[config.mk]
export PLATFORM = sky130hd
export DESIGN_NAME = baud_tick_gen
export DESIGN_NICKNAME = d
export VERILOG_FILES = /design/src/rtl/baud_tick_gen.sv
export SDC_FILE = /design/constraint.sdc
export NUM_CORES = 1
export LEC_CHECK = 0
export ABC_AREA = 1
export BUFFER_PORTS_ARGS = -buffer_cell sky130_fd_sc_hd__clkbuf_2
export CAP_MARGIN = 30
export CORE_MARGIN = 5
export CORE_UTILIZATION = 25
export CTS_BUF_LIST = sky130_fd_sc_hd__clkbuf_2
export CTS_CLUSTER_DIAMETER = 40
export DETAILED_ROUTE_END_ITERATION = 6
export PLACE_DENSITY = 0.44
export SLEW_MARGIN = 25
export SYNTH_ARGS = -nofsm -noshare
export SYNTH_HDL_FRONTEND = slang
export SYNTH_SLANG_ARGS = --single-unit
[constraint.sdc]
create_clock -name clk -period 3.3 [get_ports clk]
set_input_delay 0.165 -clock clk [delete_from_list [all_inputs] [get_ports clk]]
set_output_delay 0.165 -clock clk [all_outputs]
set_load 0.005 [all_outputs]
[src/rtl/baud_tick_gen.sv]
// baud_tick_gen
//
// Purpose:
//   Baud-rate tick generator with a fractional divisor. It produces a
//   one-cycle oversample tick (tick_os) once per divisor period and a bit
//   tick (tick_bit) on every OVERSAMPLE-th oversample tick. The divisor can
//   be reprogrammed at runtime through a shadow register that only takes
//   effect at a period boundary, so a running period is never cut short or
//   stretched. A sync pulse restarts the phase, which lets the UART receiver
//   align sampling to a start-bit edge.
//
// Ports:
//   clk          system clock, all logic on the rising edge
//   reset        synchronous active-high reset, dominates every other input
//   en           count enable; when low, all counting state holds
//   sync         phase restart pulse
//   div_wr       divisor write strobe
//   div_int_in   new integer divisor
//   div_frac_in  new fractional divisor (fraction = div_frac_in / 2^FRAC_W)
//   div_pending  shadow divisor written but not yet applied
//   tick_os      oversample tick, one-cycle pulse
//   tick_bit     bit tick, one-cycle pulse, always coincident with tick_os

module baud_tick_gen #(
  parameter int DIV_W      = 16,
  parameter int FRAC_W     = 4,
  parameter int OVERSAMPLE = 16,
  parameter int RESET_DIV  = 324,
  parameter int RESET_FRAC = 8
) (
  input  logic              clk,
  input  logic              reset,
  input  logic              en,
  input  logic              sync,
  input  logic              div_wr,
  input  logic [DIV_W-1:0]  div_int_in,
  input  logic [FRAC_W-1:0] div_frac_in,
  output logic              div_pending,
  output logic              tick_os,
  output logic              tick_bit
);

  // The cycle counter must reach div_int + carry, which can be 2^DIV_W,
  // so it is one bit wider than the divisor.
  localparam int CNT_W = DIV_W + 1;
  localparam int OS_W  = $clog2(OVERSAMPLE);
  localparam logic [OS_W-1:0] OS_LAST = OS_W'(OVERSAMPLE - 1);

  logic [CNT_W-1:0]  cnt;
  logic [OS_W-1:0]   os_cnt;
  logic [FRAC_W-1:0] frac_acc;
  logic              carry;

  logic [DIV_W-1:0]  div_int_act;
  logic [FRAC_W-1:0] div_frac_act;
  logic [DIV_W-1:0]  div_int_sh;
  logic [FRAC_W-1:0] div_frac_sh;

  logic [CNT_W-1:0]  limit;
  logic              wrap;
  logic              os_end;
  logic [FRAC_W-1:0] frac_next;
  logic [FRAC_W:0]   frac_sum;

  // Period end detection and the fractional accumulator step.
  // The shadow always holds the most recently written divisor (it equals the
  // active divisor whenever nothing is pending), so the divisor that governs
  // the period after a wrap is either the incoming write or the shadow.
  // The >= compare keeps the counter from running away when a smaller
  // divisor is applied directly while the count is held with en low.
  always_comb begin
    limit     = CNT_W'(div_int_act) + CNT_W'(carry);
    wrap      = en && (cnt >= limit);
    os_end    = (os_cnt == OS_LAST);
    frac_next = div_wr ? div_frac_in : div_frac_sh;
    frac_sum  = {1'b0, frac_acc} + {1'b0, frac_next};
  end

  // Counters, divisor registers and registered tick outputs.
  // Priority is reset, then sync, then normal counting. Sync also applies
  // any pending shadow so the restarted phase uses the latest divisor.
  always_ff @(posedge clk) begin
    if (reset) begin
      cnt          <= '0;
      os_cnt       <= '0;
      frac_acc     <= '0;
      carry        <= 1'b0;
      div_int_act  <= DIV_W'(RESET_DIV);
      div_frac_act <= FRAC_W'(RESET_FRAC);
      div_int_sh   <= DIV_W'(RESET_DIV);
      div_frac_sh  <= FRAC_W'(RESET_FRAC);
      div_pending  <= 1'b0;
      tick_os      <= 1'b0;
      tick_bit     <= 1'b0;
    end else if (sync) begin
      cnt         <= '0;
      os_cnt      <= '0;
      frac_acc    <= '0;
      carry       <= 1'b0;
      div_pending <= 1'b0;
      tick_os     <= 1'b0;
      tick_bit    <= 1'b0;
      if (div_wr) begin
        div_int_sh   <= div_int_in;
        div_frac_sh  <= div_frac_in;
        div_int_act  <= div_int_in;
        div_frac_act <= div_frac_in;
      end else begin
        div_int_act  <= div_int_sh;
        div_frac_act <= div_frac_sh;
      end
    end else begin
      tick_os  <= wrap;
      tick_bit <= wrap && os_end;

      if (wrap) begin
        cnt               <= '0;
        {carry, frac_acc} <= frac_sum;
        os_cnt            <= os_end ? '0 : os_cnt + OS_W'(1);
      end else if (en) begin
        cnt <= cnt + CNT_W'(1);
      end

      // A write lands in the shadow; it goes live immediately when there is
      // no running period to protect (at a wrap, or while counting is held).
      if (div_wr) begin
        div_int_sh  <= div_int_in;
        div_frac_sh <= div_frac_in;
        if (wrap || !en) begin
          div_int_act  <= div_int_in;
          div_frac_act <= div_frac_in;
          div_pending  <= 1'b0;
        end else begin
          div_pending <= 1'b1;
        end
      end else if (wrap) begin
        div_int_act  <= div_int_sh;
        div_frac_act <= div_frac_sh;
        div_pending  <= 1'b0;
      end
    end
  end

endmodule

# Yosys cells after proc, flatten, opt, wreduce, memory -nomap -nowiden
# Index checks and enable logic that the tools add are counted.
# word_totals
ff_bits	65
input_bits	25
out_inout_bits	3
word_cells	36
# classes
add_sub_neg	4
n_lt_le_gt_ge	1
eq_ne	2
n_mux	10
n_reduce_logical	9
# ops
cell	n
16-bit two-way mux	5
16-bit by 1-bit adder with 17-bit output	1
17-bit by 1-bit adder with 17-bit output, second input constant	1
17-bit greater-or-equal comparator	1
4-bit two-way mux	2
4-bit by 4-bit adder with 5-bit output	1
4-bit by 1-bit adder with 4-bit output, second input constant	1
4-bit == test, second input constant	1
1-bit two-way mux	3
3-bit by 2-bit inequality test with 1-bit output, second input constant	1
3-bit nonzero test	1
3-bit OR reduction	1
1-bit logical AND	2
2-bit AND reduction	1
2-bit nonzero test	1
2-bit OR reduction	1
1-bit zero test	1
1-bit logical OR	1

# Logic depth before layout (Yosys ltp)
# Gate-level depths: netlist of the first run.
# logic_depth
ltp_word	7
ltp_mapped	24
ltp_nobuf	23

# Worst setup path after synthesis of the first run
# Ideal clock, no wire load.
# synth_timing
path_type	register to register
start	register carry
end	register div_int_act[4]
setup_time_ps	115
arrival_ps	2746
t_required_ps	3185
setup_slack_ps	439
path_stages_with_launch	24
path_buffers	2
synth_period_minus_slack_ps	2861
cell_sequence	dfxtp_1 -> ha_1 -> ha_1 -> nand2_1 -> nor2_1 -> nand3_1 -> nor2_1 -> inv_1 -> nor2_2 -> inv_1 -> nor3_1 -> nand4_1 -> ha_1 -> nand2_1 -> nor2_2 -> nand2_1 -> nor2_1 -> nor2_1 -> nand2_2 -> nand2_4 -> buf_6 -> buf_6 -> a21oi_1 -> nor2_1
# synth_via
elab_chain_cells	6
elab_cells_between_ends	7
classes_between	add/sub (1); order compare (1); eq/ne (1); reduce/logical (4)
# synth_lines
item	line_no	rtl
from (decl)	52	logic carry;
from (signal assigned)	118	{carry, frac_acc} <= frac_sum;
16-bit by 1-bit adder with 17-bit output *	72	limit = CNT_W'(div_int_act) + CNT_W'(carry);
17-bit greater-or-equal comparator *	73	wrap = en && (cnt >= limit);
1-bit logical AND *	73	
1-bit logical OR	129	if (wrap || !en) begin
3-bit by 2-bit inequality test with 1-bit output (no line)	-	
2-bit AND reduction (no line) *	-	
to (signal assigned)	88	div_int_act <= DIV_W'(RESET_DIV);
to (signal assigned)	130	div_int_act <= div_int_in;
to (signal assigned)	137	div_int_act <= div_int_sh;
to (decl)	54	logic [DIV_W-1:0] div_int_act;
# Mark *: on every way between the ends. The rest lies on a longest branch, timed or not.
# A chain may end at the register's enable or synchronous reset.

# Final worst setup path of the first run
# layout_timing
start	register div_int_act[0]
end	register div_int_act[9]
# layout_via
elab_chain_cells	6
elab_cells_between_ends	7
classes_between	add/sub (1); order compare (1); eq/ne (1); reduce/logical (4)
# layout_lines
item	line_no	rtl
from (signal assigned)	88	
from (signal assigned)	106	div_int_act <= div_int_in;
from (signal assigned)	109	div_int_act <= div_int_sh;
16-bit by 1-bit adder with 17-bit output *	72	
17-bit greater-or-equal comparator *	73	
1-bit logical AND *	73	
1-bit logical OR	129	
3-bit by 2-bit inequality test with 1-bit output (no line)	-	
2-bit AND reduction (no line) *	-	
# Marked as above.

==> results.json, run 1 <==
{
  "fin_cells": 736,
  "hpwl_um": 5927,
  "timing.rr.end": "div_int_act[9]$_SDFFE_PP0P_",
  "antenna_left": 0,
  "drive_above_1_share_pct": 19.28,
  "ys_top_cells_by_count": "nand2_1 (103), dfxtp_1 (65), nor2_1 (62), inv_1 (60), nand3_1 (45)",
  "relSlewSlack_pct": 55.65,
  "min_path_type": "in -> reg",
  "fin_crit_sh_pct": 93.51,
  "grt.overflow.total": 0,
  "first_pass_iters": 5,
  "p_sw_mw": 0.4535,
  "cts_tree": "built",
  "p_seq_share_pct": 55.2,
  "core_sq_um": 13930,
  "syn_nets": 547,
  "dieWidth_um": 129.3,
  "clock_latency_ns": 0.53,
  "nFillCells": 1473,
  "synth_top_area_share_pct": 36.57,
  "fin_crit_ns": 3.086,
  "start_util_pct": 25.54,
  "synth_edf_count": 0,
  "max_cap_viol_count": 0,
  "root_buffer": "clkbuf_2",
  "dr.first_iter.drc_count": 114,
  "r2r-start": "div_int_act[0]$_SDFFE_PP0P_",
  "maxClockFrequency_ghz": 0.3241,
  "yosys_warnings": 0,
  "ios": 28,
  "r2r_slack_ns": 0.21,
  "crit_arrival_ns": 3.51,
  "ys_ff_latch": 65,
  "pwr-share-clk_pct": 30.6,
  "grtUsageTotal_pct": 10.46,
  "p_int_mw": 1.078,
  "dieHeight_um": 129.3,
  "p_comb_share_pct": 14.2,
  "regArea_sq_um": 1305,
  "leakage_nw": 2.041,
  "fp-row-count": 43,
  "yosysUniqueCellTypes": 26,
  "synth.most_common_cell": "nand2_1",
  "finalSetupTns_ns": 0,
  "grt_pass1_wl_um": 14080,
  "synthCells": 496,
  "required_ns": 3.73,
  "wire_per_inst_um": 11.54,
  "ir_drop_uv": 226.1,
  "avgSynthCellArea_sq_um": 7.174,
  "r2r.worst_path.cells": 20,
  "synth_area_leaders": "dfxtp_1 (37%), nand2_1 (11%), ha_1 (8.8%)",
  "multi_input_comb_area_sq_um": 2093,
  "grt_pass1_vias": 3065,
  "drc": 0,
  "min-delay-start": "reset",
  "die-area_sq_um": 16720,
  "synth-main-ff-cell": "dfxtp_1",
  "vias_per_cell": 4.307,
  "maxSlewViolCount": 0,
  "worstSetupStartpointType": "register",
  "hold_viol_final": 0,
  "yosysTopAreaCell": "dfxtp_1",
  "antenna_found_initial": 1,
  "cts_sinks": 65,
  "place.gp.congestion": 0.7720,
  "setup_violations": 0,
  "yosysSeqAreaShare_pct": 36.57,
  "grt_max_degree": 34,
  "rsz0062_at_grt": "yes",
  "areaGrowthSynthToFinish_pct": 25.28,
  "worst_slew_pin_slew_ns": 0.6645,
  "worst-setup-path-type": "reg -> reg",
  "finClkSkew_ns": 0.03299,
  "sw_frac_of_total_pct": 29.62,
  "fin_total_pwr_mw": 1.531,
  "syn_area_sq_um": 3558,
  "path_clk_slew_ns": 0.19,
  "clk_path_buf_depth": 2,
  "status": "complete, no violations",
  "p_per_area_nw_per_um2": 343.5,
  "async_flop_share_pct": 0,
  "vias": 3170,
  "numCtsBuffers": 9,
  "critPathCaptureType": "register",
  "port_buffers": 27,
  "htreeDepth": 3,
  "holdPathEnd": "div_frac_sh[0]$_SDFF_PP0_",
  "hold_depth": 2,
  "placed_cells": 689,
  "wl_um": 8497,
  "cp_max_fo": 8,
  "nets": 602
}
-- layout by cell type (no fill, tap or decap), types with 2 or more instances in the layout --
cell / instances
or2_2: 15
nand2_8: 2
a21o_1: 2
a21oi_1: 29
buf_4: 8
xnor2_1: 4
nand2_2: 4
nor2_4: 3
nand4_1: 7
nor3_2: 3
clkinv_1: 2
nor2_1: 58
nor2_2: 6
nand2_1: 99
ha_1: 23
dlygate4sd3_1: 20
clkinvlp_4: 3
xor2_1: 22
clkbuf_2: 36
nand3_1: 36
inv_1: 57
dfxtp_1: 62
ha_4: 2
nand2_4: 2
dfxtp_2: 3
nand3_2: 9
inv_2: 3
clkbuf_16: 3
nor3_1: 4
o21ai_0: 19
-- layer usage --
layer | vias up | wire length [um] | share of wire [%] | global-route usage [%]
li1 | 1688 | - | - | -
met4 | 0 | 93 | 1.1 | 4.138
met5 | - | 0 | 0 | 0
met2 | 44 | 3729 | 44 | 15.55
met1 | 1429 | 4378 | 52 | 14.13
met3 | 9 | 295 | 3.5 | 3.256
-- through the flow --
stage	setup slack [ns]	utilization [%]	hold slack, ns	area [sq um]
after detailed placement	0.05833	27.75	0.4109	3866
after global placement	0.1215	27.75	0.4115	3866
after floorplan	0.4394	-	0.3097	3558
after global routing	-0.05273	31.99	0.02702	4458
after CTS	0.05742	29.97	0.006958	4177
final	0.2143	31.99	0.07844	4458
-- power by group through the flow --
| stage | Sequential [mW] | Combinational, mW | Clock, mW |
|---|---|---|---|
| after floorplan | 0.853 | 0.140 | 0 |
| after global placement | 0.858 | 0.188 | 0 |
| after detailed placement | 0.859 | 0.190 | 0 |
| after CTS | 0.843 | 0.209 | 0.496 |
| after global routing | 0.851 | 0.255 | 0.526 |
| final | 0.845 | 0.217 | 0.469 |
-- sequential cells by signal, summed over array words and instances (netlist names) --
signal,flops
div_int_act,16
frac_acc,4
cnt,17
div_frac_sh,4
div_pending,1
os_cnt,4
div_int_sh,16
tick_bit,1
tick_os,1
carry,1
-- area by class of cell --
class / count / area share (%)
multi-input cells: 355 / 46.95
clock buffers: 9 / 1.010
repair buffers: 60 / 11.25
clock inverters: 6 / 1.347
diodes: 1 / 0.05613
inverters: 60 / 5.052
flip-flops and latches: 65 / 29.27
well taps: 180 / 5.052
-- logic make-up after synthesis --
logic type / after synthesis / share of synthesized area (%)
AO/OA/AOI/OAI: 52 / 7.524
adder cells (fa/ha/maj): 26 / 9.353
AND/OR/NAND/NOR: 250 / 31.26
XOR/XNOR: 26 / 6.399
buffers and inverters: 77 / 8.896
flip-flops: 65 / 36.57
-- critical path, stage by stage (launching register included) --
cell,delay (ns)
dfxtp_2,0.40
ha_4,0.15
nand3_1,0.10
nor2_1,0.10
nand2_1,0.11
nor2_2,0.13
nand2_2,0.09
nor3_4,0.25
nand2_1,0.10
xor2_1,0.15
ha_1,0.27
nand2_1,0.07
nor2_2,0.11
nand2_1,0.09
nor2_1,0.10
nor2_1,0.06
nand2_2,0.17
nand2_8,0.12
clkbuf_16,0.20
a21oi_1,0.14
nor2_1,0.06
-- worst max path at each step --
stage                                      from                      endpoint  slack (ns)  depth (start not counted)
floorplan                    carry$_SDFFE_PP0P_   div_int_act[4]$_SDFFE_PP0P_        0.44                         23
global placement             carry$_SDFFE_PP0P_      frac_acc[1]$_SDFFE_PP0P_        0.12                         20
detailed placement           carry$_SDFFE_PP0P_      frac_acc[1]$_SDFFE_PP0P_        0.06                         20
CTS                          carry$_SDFFE_PP0P_   div_int_act[9]$_SDFFE_PP0P_        0.06                         22
global route        div_int_act[0]$_SDFFE_PP0P_  div_int_act[13]$_SDFFE_PP0P_       -0.05                         24
finish              div_int_act[0]$_SDFFE_PP0P_   div_int_act[9]$_SDFFE_PP0P_        0.21                         20
-- timing repair --
action,CTS,global route
gates resized for setup,1,34
pin swaps,0,20
cloned,0,5
setup buffers,0,6
hold endpoints to repair,28,0
endpoints found under the setup margin,2,45
hold buffers,20,0
No activity file was read; power rests on OpenSTA's default activity.
==> inputs of run 2 (changes only) <==
--- a/config.mk
+++ b/config.mk
@@ -6,14 +6,14 @@
 export NUM_CORES = 1
 export LEC_CHECK = 0
 export ABC_AREA = 1
-export BUFFER_PORTS_ARGS = -buffer_cell sky130_fd_sc_hd__clkbuf_2
 export CAP_MARGIN = 30
 export CORE_MARGIN = 5
 export CORE_UTILIZATION = 25
 export CTS_BUF_LIST = sky130_fd_sc_hd__clkbuf_2
 export CTS_CLUSTER_DIAMETER = 40
 export DETAILED_ROUTE_END_ITERATION = 6
-export PLACE_DENSITY = 0.44
+export DONT_BUFFER_PORTS = 1
+export PLACE_DENSITY = 0.42
 export SLEW_MARGIN = 25
 export SYNTH_ARGS = -nofsm -noshare
 export SYNTH_HDL_FRONTEND = slang
==> results.json, run 2 (synthesized netlist as in run 1, its figures left out) <==
{
  "grt_pass1_wl_um": 13940,
  "maxClockFrequency_ghz": 0.3198,
  "worst_slew_pin_slew_ns": 0.7270,
  "areaGrowthSynthToFinish_pct": 19.94,
  "fin_util_pct": 30.63,
  "hpwl_um": 5916,
  "clk_path_buf_depth": 2,
  "layout_common_cells": "nand2_1 (99), dfxtp_1 (63), inv_1 (59), nor2_1 (58), nand3_1 (39)",
  "wire_per_inst_um": 11.81,
  "ir_drop_uv": 159.1,
  "nets": 575,
  "grtUsageTotal_pct": 10.33,
  "min_path_type": "in -> reg",
  "dieHeight_um": 129.3,
  "path_buf_inv": 3,
  "cp_max_fo": 15,
  "timing.rr.end": "div_int_act[3]$_SDFFE_PP0P_",
  "wl_um": 8363,
  "relSlewSlack_pct": 51.37,
  "dr.first_iter.drc_count": 135,
  "path_clk_slew_ns": 0.17,
  "slowest_stage": "dfxtp_2",
  "finClkSkew_ns": 0.02581,
  "top_usage_layer": "met2",
  "numCtsBuffers": 9,
  "leakage_nw": 1.893,
  "status": "complete, no violations",
  "r2r-start": "div_int_act[0]$_SDFFE_PP0P_",
  "cpMostUsedCell": "nor2_1",
  "ios": 28,
  "antenna_left": 0,
  "critPathCaptureType": "register",
  "port_buffers": 0,
  "worst-setup-path-type": "reg -> reg",
  "clock_latency_ns": 0.49,
  "dieWidth_um": 129.3,
  "worstSetupStartpointType": "register",
  "cts_tree": "built",
  "crit_arrival_ns": 3.52,
  "vias": 3107,
  "drc": 0,
  "required_ns": 3.69,
  "hold_ws_ns": 0.1239,
  "min-delay-start": "div_frac_in[1]",
  "grt.overflow.total": 0,
  "drive_above_1_share_pct": 12.52,
  "fin_crit_sh_pct": 94.76,
  "met1_usage_pct": 13.77,
  "antenna_found_initial": 1,
  "maxSlewViolCount": 0,
  "die-area_sq_um": 16720,
  "first_pass_iters": 4,
  "place.gp.congestion": 0.7337,
  "layout_commonest_cell": "nand2_1",
  "holdPathEnd": "div_frac_sh[1]$_SDFF_PP0_",
  "core_sq_um": 13930,
  "p_per_area_nw_per_um2": 350.2,
  "max_cap_viol_count": 0,
  "r2r.worst_path.cells": 22,
  "design_area_sq_um": 4268,
  "dpl_cell_area_sq_um": 3724,
  "vias_per_cell": 4.388,
  "hold_depth": 3,
  "fin_cells": 708,
  "finalSetupTns_ns": 0,
  "grt_pass1_vias": 2969,
  "worstPathCellList": "ha_4 -> ha_4 -> nand2_2 -> nor2_4 -> nand3_2 -> nor2_2 -> inv_2 -> nor2_4 -> inv_1 -> nor3_1 -> nand4_1 -> ha_1 -> a21o_1 -> nor2_1 -> nand2_1 -> nor2_1 -> nand2_2 -> nand2_8 -> clkbuf_16 -> nand3_1 -> nand2_1 -> nor2_1",
  "critPathMaxStageDelay_ns": 0.39,
  "htreeDepth": 3,
  "largest_register": "cnt",
  "grt_util_met2_pct": 16.31,
  "cts_sinks": 65,
  "rsz0062_at_grt": "yes",
  "root_buffer": "clkbuf_2",
  "setup_violations": 0,
  "fp-row-count": 43,
  "grt_max_degree": 31,
  "largest_register_ff_count": 17,
  "fin_crit_ns": 3.127,
  "globalRouteMet3Util_pct": 1.731,
  "hold_viol_final": 0,
  "crit_family": "simple AND/OR/NAND/NOR gates",
  "reg_top3": "cnt: 17 flops, div_int_act: 16 flops, div_int_sh: 16 flops",
  "start_util_pct": 25.54,
  "r2r_slack_ns": 0.17,
  "placed_cells": 661
}
run 2: cell count changes in the layout (fill, tap and decap cells not counted), moves of 2 or more:
cell           before  now
dlygate4sd3_1      20   25
inv_2               3    1
buf_4               8    5
nand3_1            36   39
clkbuf_2           36    9
nand3_2             9    6
clkinvlp_4          3    1
inv_1              57   59
run 2: timing repair:
action,4_1_cts,5_1_grt
hold endpoints to repair,56,0
pin swaps,0,24
endpoints found under the setup margin,1,44
setup buffers,0,5
hold buffers,25,0
gates resized for setup,1,29
gates cloned,0,2
run 2: worst max-delay path by stage:
stage	start	to	slack, ns	cells after the start
after floorplan	carry$_SDFFE_PP0P_	div_int_act[4]$_SDFFE_PP0P_	0.44	23
after global placement	carry$_SDFFE_PP0P_	frac_acc[1]$_SDFFE_PP0P_	0.13	20
after detailed placement	carry$_SDFFE_PP0P_	cnt[2]$_SDFFE_PP0P_	-0.003	20
after CTS	carry$_SDFFE_PP0P_	div_int_act[13]$_SDFFE_PP0P_	0.04	22
after global routing	div_int_act[0]$_SDFFE_PP0P_	carry$_SDFFE_PP0P_	-0.07	22
final	div_int_act[0]$_SDFFE_PP0P_	div_int_act[3]$_SDFFE_PP0P_	0.17	22
run 2: per-layer routing:
layer / vias to the layer above / part of all wire [%]
met5: - / 0
met4: 0 / 1.9
met3: 10 / 3.0
met2: 37 / 44
met1: 1425 / 51
li1: 1635 / -
run 2: area by class of cell:
class                   instances  area, sq um
diodes                          1        2.502
flip-flops and latches         65         1304
well taps                     180        225.2
clock buffers                   9        45.04
clock inverters                 5        48.80
fillers                      1514         9667
multi-input cells             354         2048
inverters                      60        225.2
repair buffers                 34        369.1
run 2: metrics by stage:
stage	total power [mW]	setup WS (ns)
6_report	1.495	0.1729
5_1_grt	1.596	-0.06905
4_1_cts	1.518	0.04048
3_5_place_dp	1.025	-0.003122
3_3_place_gp	1.022	0.1251
2_1_floorplan	0.9922	0.4394
run 2: report_power, final:
group | switching (mW) | total [mW] | internal [mW]
clock | 0.286 | 0.446 | 0.160
combinational | 0.119 | 0.203 | 0.0845
sequential | 0.0245 | 0.845 | 0.821
total | 0.430 | 1.49 | 1.06
run 2: worst reg2reg max path: stages, from the launching register on:
cell and delay (ns):
dfxtp_2 0.39, ha_4 0.15, ha_4 0.14, nand2_2 0.06
nor2_4 0.13, nand3_2 0.09, nor2_2 0.13, inv_2 0.06
nor2_4 0.15, inv_1 0.06, nor3_1 0.12, nand4_1 0.12
ha_1 0.34, a21o_1 0.19, nor2_1 0.10, nand2_1 0.06
nor2_1 0.13, nand2_2 0.13, nand2_8 0.14, clkbuf_16 0.20
nand3_1 0.07, nand2_1 0.07, nor2_1 0.05
